[config.mk]
export PLATFORM = sky130hd
export DESIGN_NAME = bp_io_cmd_router
export DESIGN_NICKNAME = d
export VERILOG_FILES = /design/src/rtl/bp_io_cmd_router.sv
export SDC_FILE = /design/constraint.sdc
export NUM_CORES = 1
export LEC_CHECK = 0
export BUFFER_PORTS_ARGS = -buffer_cell sky130_fd_sc_hd__buf_4
export CAP_MARGIN = 10
export CORE_AREA = 3 3 332 334
export DETAILED_ROUTE_END_ITERATION = 10
export DIE_AREA = 0 0 335 337
export SLEW_MARGIN = 25
export SYNTH_ARGS = -nofsm -noshare
export SYNTH_HDL_FRONTEND = slang
export SYNTH_SLANG_ARGS = --single-unit
[constraint.sdc]
create_clock -name clk_i -period 2.3 [get_ports clk_i]
set_input_delay 0.46 -clock clk_i [delete_from_list [all_inputs] [get_ports clk_i]]
set_output_delay 0.46 -clock clk_i [all_outputs]
set_load 0.05 [all_outputs]
[src/rtl/bp_io_cmd_router.sv]
// ============================================================================
//  Module   : bp_io_cmd_router
//  Purpose  : N-target IO command router with address decode and in-order
//             response return through an outstanding-destination FIFO.
//  Revision : 1.0
// ============================================================================
`default_nettype none

module bp_io_cmd_router #(
    parameter int msg_width_p       = 120,
    parameter int addr_width_p      = 40,
    parameter int addr_offset_p     = 0,
    parameter int num_targets_p     = 4,
    parameter logic [num_targets_p*addr_width_p-1:0] target_base_p = '0,
    parameter logic [num_targets_p*addr_width_p-1:0] target_mask_p = '0,
    parameter int default_target_p  = 0,
    parameter int max_outstanding_p = 8
) (
    input  logic                                     clk_i,
    input  logic                                     reset_n_i,
    input  logic [msg_width_p-1:0]                   cmd_i,
    input  logic                                     cmd_v_i,
    output logic                                     cmd_ready_and_o,
    output logic [msg_width_p-1:0]                   resp_o,
    output logic                                     resp_v_o,
    input  logic                                     resp_yumi_i,
    output logic [msg_width_p-1:0]                   tgt_cmd_o,
    output logic [num_targets_p-1:0]                 tgt_cmd_v_o,
    input  logic [num_targets_p-1:0]                 tgt_cmd_ready_and_i,
    input  logic [num_targets_p*msg_width_p-1:0]     tgt_resp_i,
    input  logic [num_targets_p-1:0]                 tgt_resp_v_i,
    output logic [num_targets_p-1:0]                 tgt_resp_yumi_o,
    output logic [$clog2(max_outstanding_p+1)-1:0]   outstanding_o
);

    localparam int SEL_W = $clog2(num_targets_p);
    localparam int PTR_W = $clog2(max_outstanding_p);
    localparam int CNT_W = $clog2(max_outstanding_p+1);
    localparam logic [CNT_W-1:0]         CNT_FULL = CNT_W'(max_outstanding_p);
    localparam logic [num_targets_p-1:0] ONE_HOT0 = {{(num_targets_p-1){1'b0}}, 1'b1};

    logic [addr_width_p-1:0] addr;
    logic [SEL_W-1:0]        sel;
    logic [SEL_W-1:0]        head;
    logic                    found;
    logic                    full;
    logic                    empty;
    logic                    push;
    logic                    pop;

    logic [SEL_W-1:0] fifo_q [max_outstanding_p];
    logic [PTR_W-1:0] wr_ptr_q, wr_ptr_d;
    logic [PTR_W-1:0] rd_ptr_q, rd_ptr_d;
    logic [CNT_W-1:0] count_q, count_d;

    assign addr = cmd_i[addr_offset_p +: addr_width_p];

    // Lowest-indexed matching target wins; no match falls back to the default.
    always_comb begin
        sel   = SEL_W'(default_target_p);
        found = 1'b0;
        for (int k = 0; k < num_targets_p; k++) begin
            if (!found && ((addr & target_mask_p[k*addr_width_p +: addr_width_p])
                           == target_base_p[k*addr_width_p +: addr_width_p])) begin
                sel   = SEL_W'(k);
                found = 1'b1;
            end
        end
    end

    assign full  = (count_q == CNT_FULL);
    assign empty = (count_q == '0);
    assign head  = fifo_q[rd_ptr_q];

    assign tgt_cmd_o       = cmd_i;
    assign tgt_cmd_v_o     = (reset_n_i && cmd_v_i && !full) ? (ONE_HOT0 << sel) : '0;
    assign cmd_ready_and_o = reset_n_i & ~full & tgt_cmd_ready_and_i[sel];
    assign push            = cmd_v_i & cmd_ready_and_o;

    assign resp_o          = tgt_resp_i[head*msg_width_p +: msg_width_p];
    assign resp_v_o        = reset_n_i & ~empty & tgt_resp_v_i[head];
    assign pop             = reset_n_i & ~empty & resp_yumi_i;
    assign tgt_resp_yumi_o = pop ? (ONE_HOT0 << head) : '0;

    assign outstanding_o   = count_q;

    always_comb begin
        wr_ptr_d = wr_ptr_q;
        rd_ptr_d = rd_ptr_q;
        count_d  = count_q;
        if (push) wr_ptr_d = wr_ptr_q + PTR_W'(1);
        if (pop)  rd_ptr_d = rd_ptr_q + PTR_W'(1);
        case ({push, pop})
            2'b10:   count_d = count_q + CNT_W'(1);
            2'b01:   count_d = count_q - CNT_W'(1);
            default: count_d = count_q;
        endcase
    end

    always_ff @(posedge clk_i) begin
        if (!reset_n_i) begin
            wr_ptr_q <= '0;
            rd_ptr_q <= '0;
            count_q  <= '0;
        end else begin
            wr_ptr_q <= wr_ptr_d;
            rd_ptr_q <= rd_ptr_d;
            count_q  <= count_d;
        end
    end

    // Destination storage needs no reset: push is already gated by reset.
    always_ff @(posedge clk_i) begin
        if (push) fifo_q[wr_ptr_q] <= sel;
    end

    always_ff @(posedge clk_i) begin
        if (reset_n_i) begin
            assert (!resp_yumi_i || resp_v_o);
            assert ($onehot0(tgt_resp_yumi_o));
        end
    end

endmodule

`default_nettype wire

==> results by stage <==
Die:
- The horizontal die dimension is 335 µm.
- The number of I/O pins is 866.
- The initial cell density of the core is 2.02%.
- The core box area is 107000 µm².
- The die covers 113000 µm².
- The row count is 120.
- The overall die height is 337 µm.

Route:
- The number of detailed-route iterations in the first pass is 3.
- The count of nets left with antenna violations once routing finished came out at 0.
- After detailed routing, the average wire length per cell comes to 14.7 µm.
- The routed design has 21700 µm of wire.
- For this block, the initial DRC count from the detailed router was 23.
- The total number of vias is 776.
- The average vias per placed instance is 0.525.
- After detailed routing, the number of remaining DRC violations is 0.

Timing:
- Setup violations remaining at the end of the flow were counted as 0.
- The count of final hold-check violations is 0.
- The number of max-slew violations in the final report is 0.
- The worst clock skew is 0.00631 ns.
- Counting I/O delays and the setup requirement, the final critical path takes 2.22 ns.
- Of the available clock period, the critical path in the final layout requires 96.7%.
- Derived from the worst setup path, the maximum achievable clock frequency is 0.450 GHz.
- The worst setup margin is 0.0765 ns.
- Setup repair after global routing could not meet its margin everywhere.

Layout:
- The final-stage net count is 693.
- The post-route netlist has 59.2% of its cells at a drive strength greater than 1.
- The number of inserted filler cells in the final layout is 12900.
- The top cell types in the final layout, fill and taps aside, are buf_4, conb_1, inv_1.
- The number of flip-flops in the largest register is 4.
- Relative to the synthesized area, the layout overhead comes to 14.3%.
- The number of antenna cells inserted is 0.
- The final standard cell area without fillers is 2470 µm².
- Leaving out fill and tap cells, the most frequent cell in the layout is buf_4.

Global routing:
- The total global routing track utilization is 3.58%.
- Entering global routing, the biggest net connects 6 pins.
- The initial antenna violation count is 1.
- The first global-routing pass estimated 22600 µm of wire.
- The overflow left after global routing is 0.
- The number of global-route vias before repair came to 846.

Synthesis:
- Sorting the synthesized cells by area gives the leading types as buf_4, dfxtp_1, ha_1.
- During synthesis, Yosys emitted a total of 0 warnings.
- Counting every instance in the synthesized netlist gives 286.
- The synthesized area per cell is 7.56 µm².
- The netlist uses 19 different library cells.
- After synthesis the cells add up to 2160 µm².
- After synthesis the netlist holds a flip-flop and latch count of 4.
- The largest area contributor in the netlist is buf_4.
- The portion of synthesized cell area occupied by the leading cell type is 85.7%.
- Of the synthesized area, sequential elements account for 3.70%.

Critical path:
- The critical path is of the flop to flop type.
- The launch point of the worst reg-to-reg path is outstanding_o[0].
- STA puts the critical path data required time at 2.42 ns.
- For flop-to-flop paths, the worst setup slack is 0.08 ns.
- The element type at the critical path start is a flop.
- Data arrives at the worst endpoint at 2.34 ns.
- The cell depth of the worst flop-to-flop path is 11.
- The worst setup path is captured at a flop.
- The timing startpoint of the critical path is outstanding_o[0].
- The worst register-to-register path ends at outstanding_o[1].
- The most critical setup path has its endpoint at outstanding_o[1].
- Along the worst path, the maximum fanout reaches 5.

CTS:
- The tree built by TritonCTS fans out to 4 sinks.
- CTS built an H-tree with a depth of 1.
- The number of CTS-inserted buffers is 3.
- The buffer levels on the longest clock path is 2.
- The TritonCTS clock tree is yes.
- The number of hold buffers added after CTS was 0.
- The clock-pin slew on the worst setup and hold paths is 0.03 ns.
- The cell at the root of the clock tree is clkbuf_16.
- For the worst-skew pair, the clock arrives at the later sink with an insertion delay of 0.23 ns.

Job:
- Across the run, the number of max-cap violations was 0.

Placed design:
- The congestion estimate from routability-driven global placement came to 0.555.
- The post-place instance area is 2290 µm².
- The HPWL after detailed placement is 20700 µm.
- The worst slack at placement is -0.433 ns.
- The count of buffers from port buffering is 13.

Power and ir drop:
- The total power is 0.000510 W.
- Dividing total power by cell area gives a power density of 206 nW/µm².
- VDD sags by at most 0.000338 V.
- For this design the static power due to leakage is 0.371 nW.

Run status:
- The flow ran to the end, and the final reports show no timing, DRC or antenna violations.

Worst hold path:
- The path class of the tightest hold or removal check is input port to flop.
-- power breakdown --
group	leakage [nW]	internal (W)	switching, W
clock network	0.0382	0.000229	0.0000517
logic	0.298	0.0000546	0.0000990
registers	0.0349	0.0000727	0.00000322
-- per-layer routing --
metal  global-route usage (%)  routed length [µm]
met4                     2.77                1880
met1                    0.758                1600
met5                        0                   0
met2                     4.83                8160
met3                     7.64               10100
-- stage by stage --
step	util (%)	TNS, ns	hold slack (ns)	std cells
after CTS	2.29	0	0.488	1478
after detailed placement	2.13	-1.08	0.597	1472
after global placement	2.13	-0.813	0.603	1472
after global routing	2.31	-0.0597	0.504	1479
after floorplan	-	0	0.581	291
final	2.31	0	0.486	1479
-- worst min-delay path by stage --
| stage | cells past startpoint | endpoint | slack [ns] | start |
|---|---|---|---|---|
| floorplan | 1 | outstanding_o[0] | 0.58 | reset_n_i |
| global placement | 3 | outstanding_o[3] | 0.60 | outstanding_o[3] |
| detailed placement | 3 | outstanding_o[3] | 0.60 | outstanding_o[3] |
| CTS | 2 | outstanding_o[0] | 0.49 | reset_n_i |
| global route | 2 | outstanding_o[0] | 0.50 | reset_n_i |
| finish | 2 | outstanding_o[0] | 0.49 | reset_n_i |
-- logic make-up after synthesis --
family,count (synthesis),synth area share [%]
XOR/XNOR,2,0.810
AND/OR/NAND/NOR,16,3.53
other,1,0.173
multiplexers,2,0.925
adder cells (fa/ha/maj),4,2.66
flip-flops,4,3.70
AO/OA/AOI/OAI,5,1.62
buffers and inverters,252,86.6
-- Yosys cell counts --
library cell and instances:
o41ai_1 1, ha_1 3, a21oi_2 1, conb_1 1
nor2_1 4, xor2_1 1, inv_1 5, a21o_1 1
nand2b_1 1, nand2_1 5, nor3_1 1, and2_1 3
buf_4 247, xnor2_1 1, and3_1 2, dfxtp_1 4
mux2i_1 2, fa_1 1, o21ai_0 2
-- critical path, cell delays in order (launching register included) --
cell	delay (ns)
dfxtp_4	0.34
buf_4	0.16
nor3_4	0.19
nand2_1	0.09
and3_4	0.19
nand2_4	0.08
ha_4	0.15
buf_4	0.12
inv_1	0.06
fa_2	0.52
o21ai_0	0.06
and2_1	0.15
-- area by class of cell --
| type | instances | area, µm² | share of cell area (%) |
|---|---|---|---|
| repair buffers | 28 | 210 | 8.50 |
| inverters | 5 | 18.8 | 0.759 |
| clock buffers | 4 | 78.8 | 3.19 |
| multi-input cells | 35 | 319 | 12.9 |
| flip-flops and latches | 4 | 90.1 | 3.64 |
| well taps | 1403 | 1760 | 71.0 |
-- repair_timing --
item                                    4_1_cts  5_1_grt
endpoints found under the setup margin        5        3
buffers inserted                              2        1
pin swaps                                     5        6
gates resized for setup                      10        4
Power figures use the tool's default switching activity.
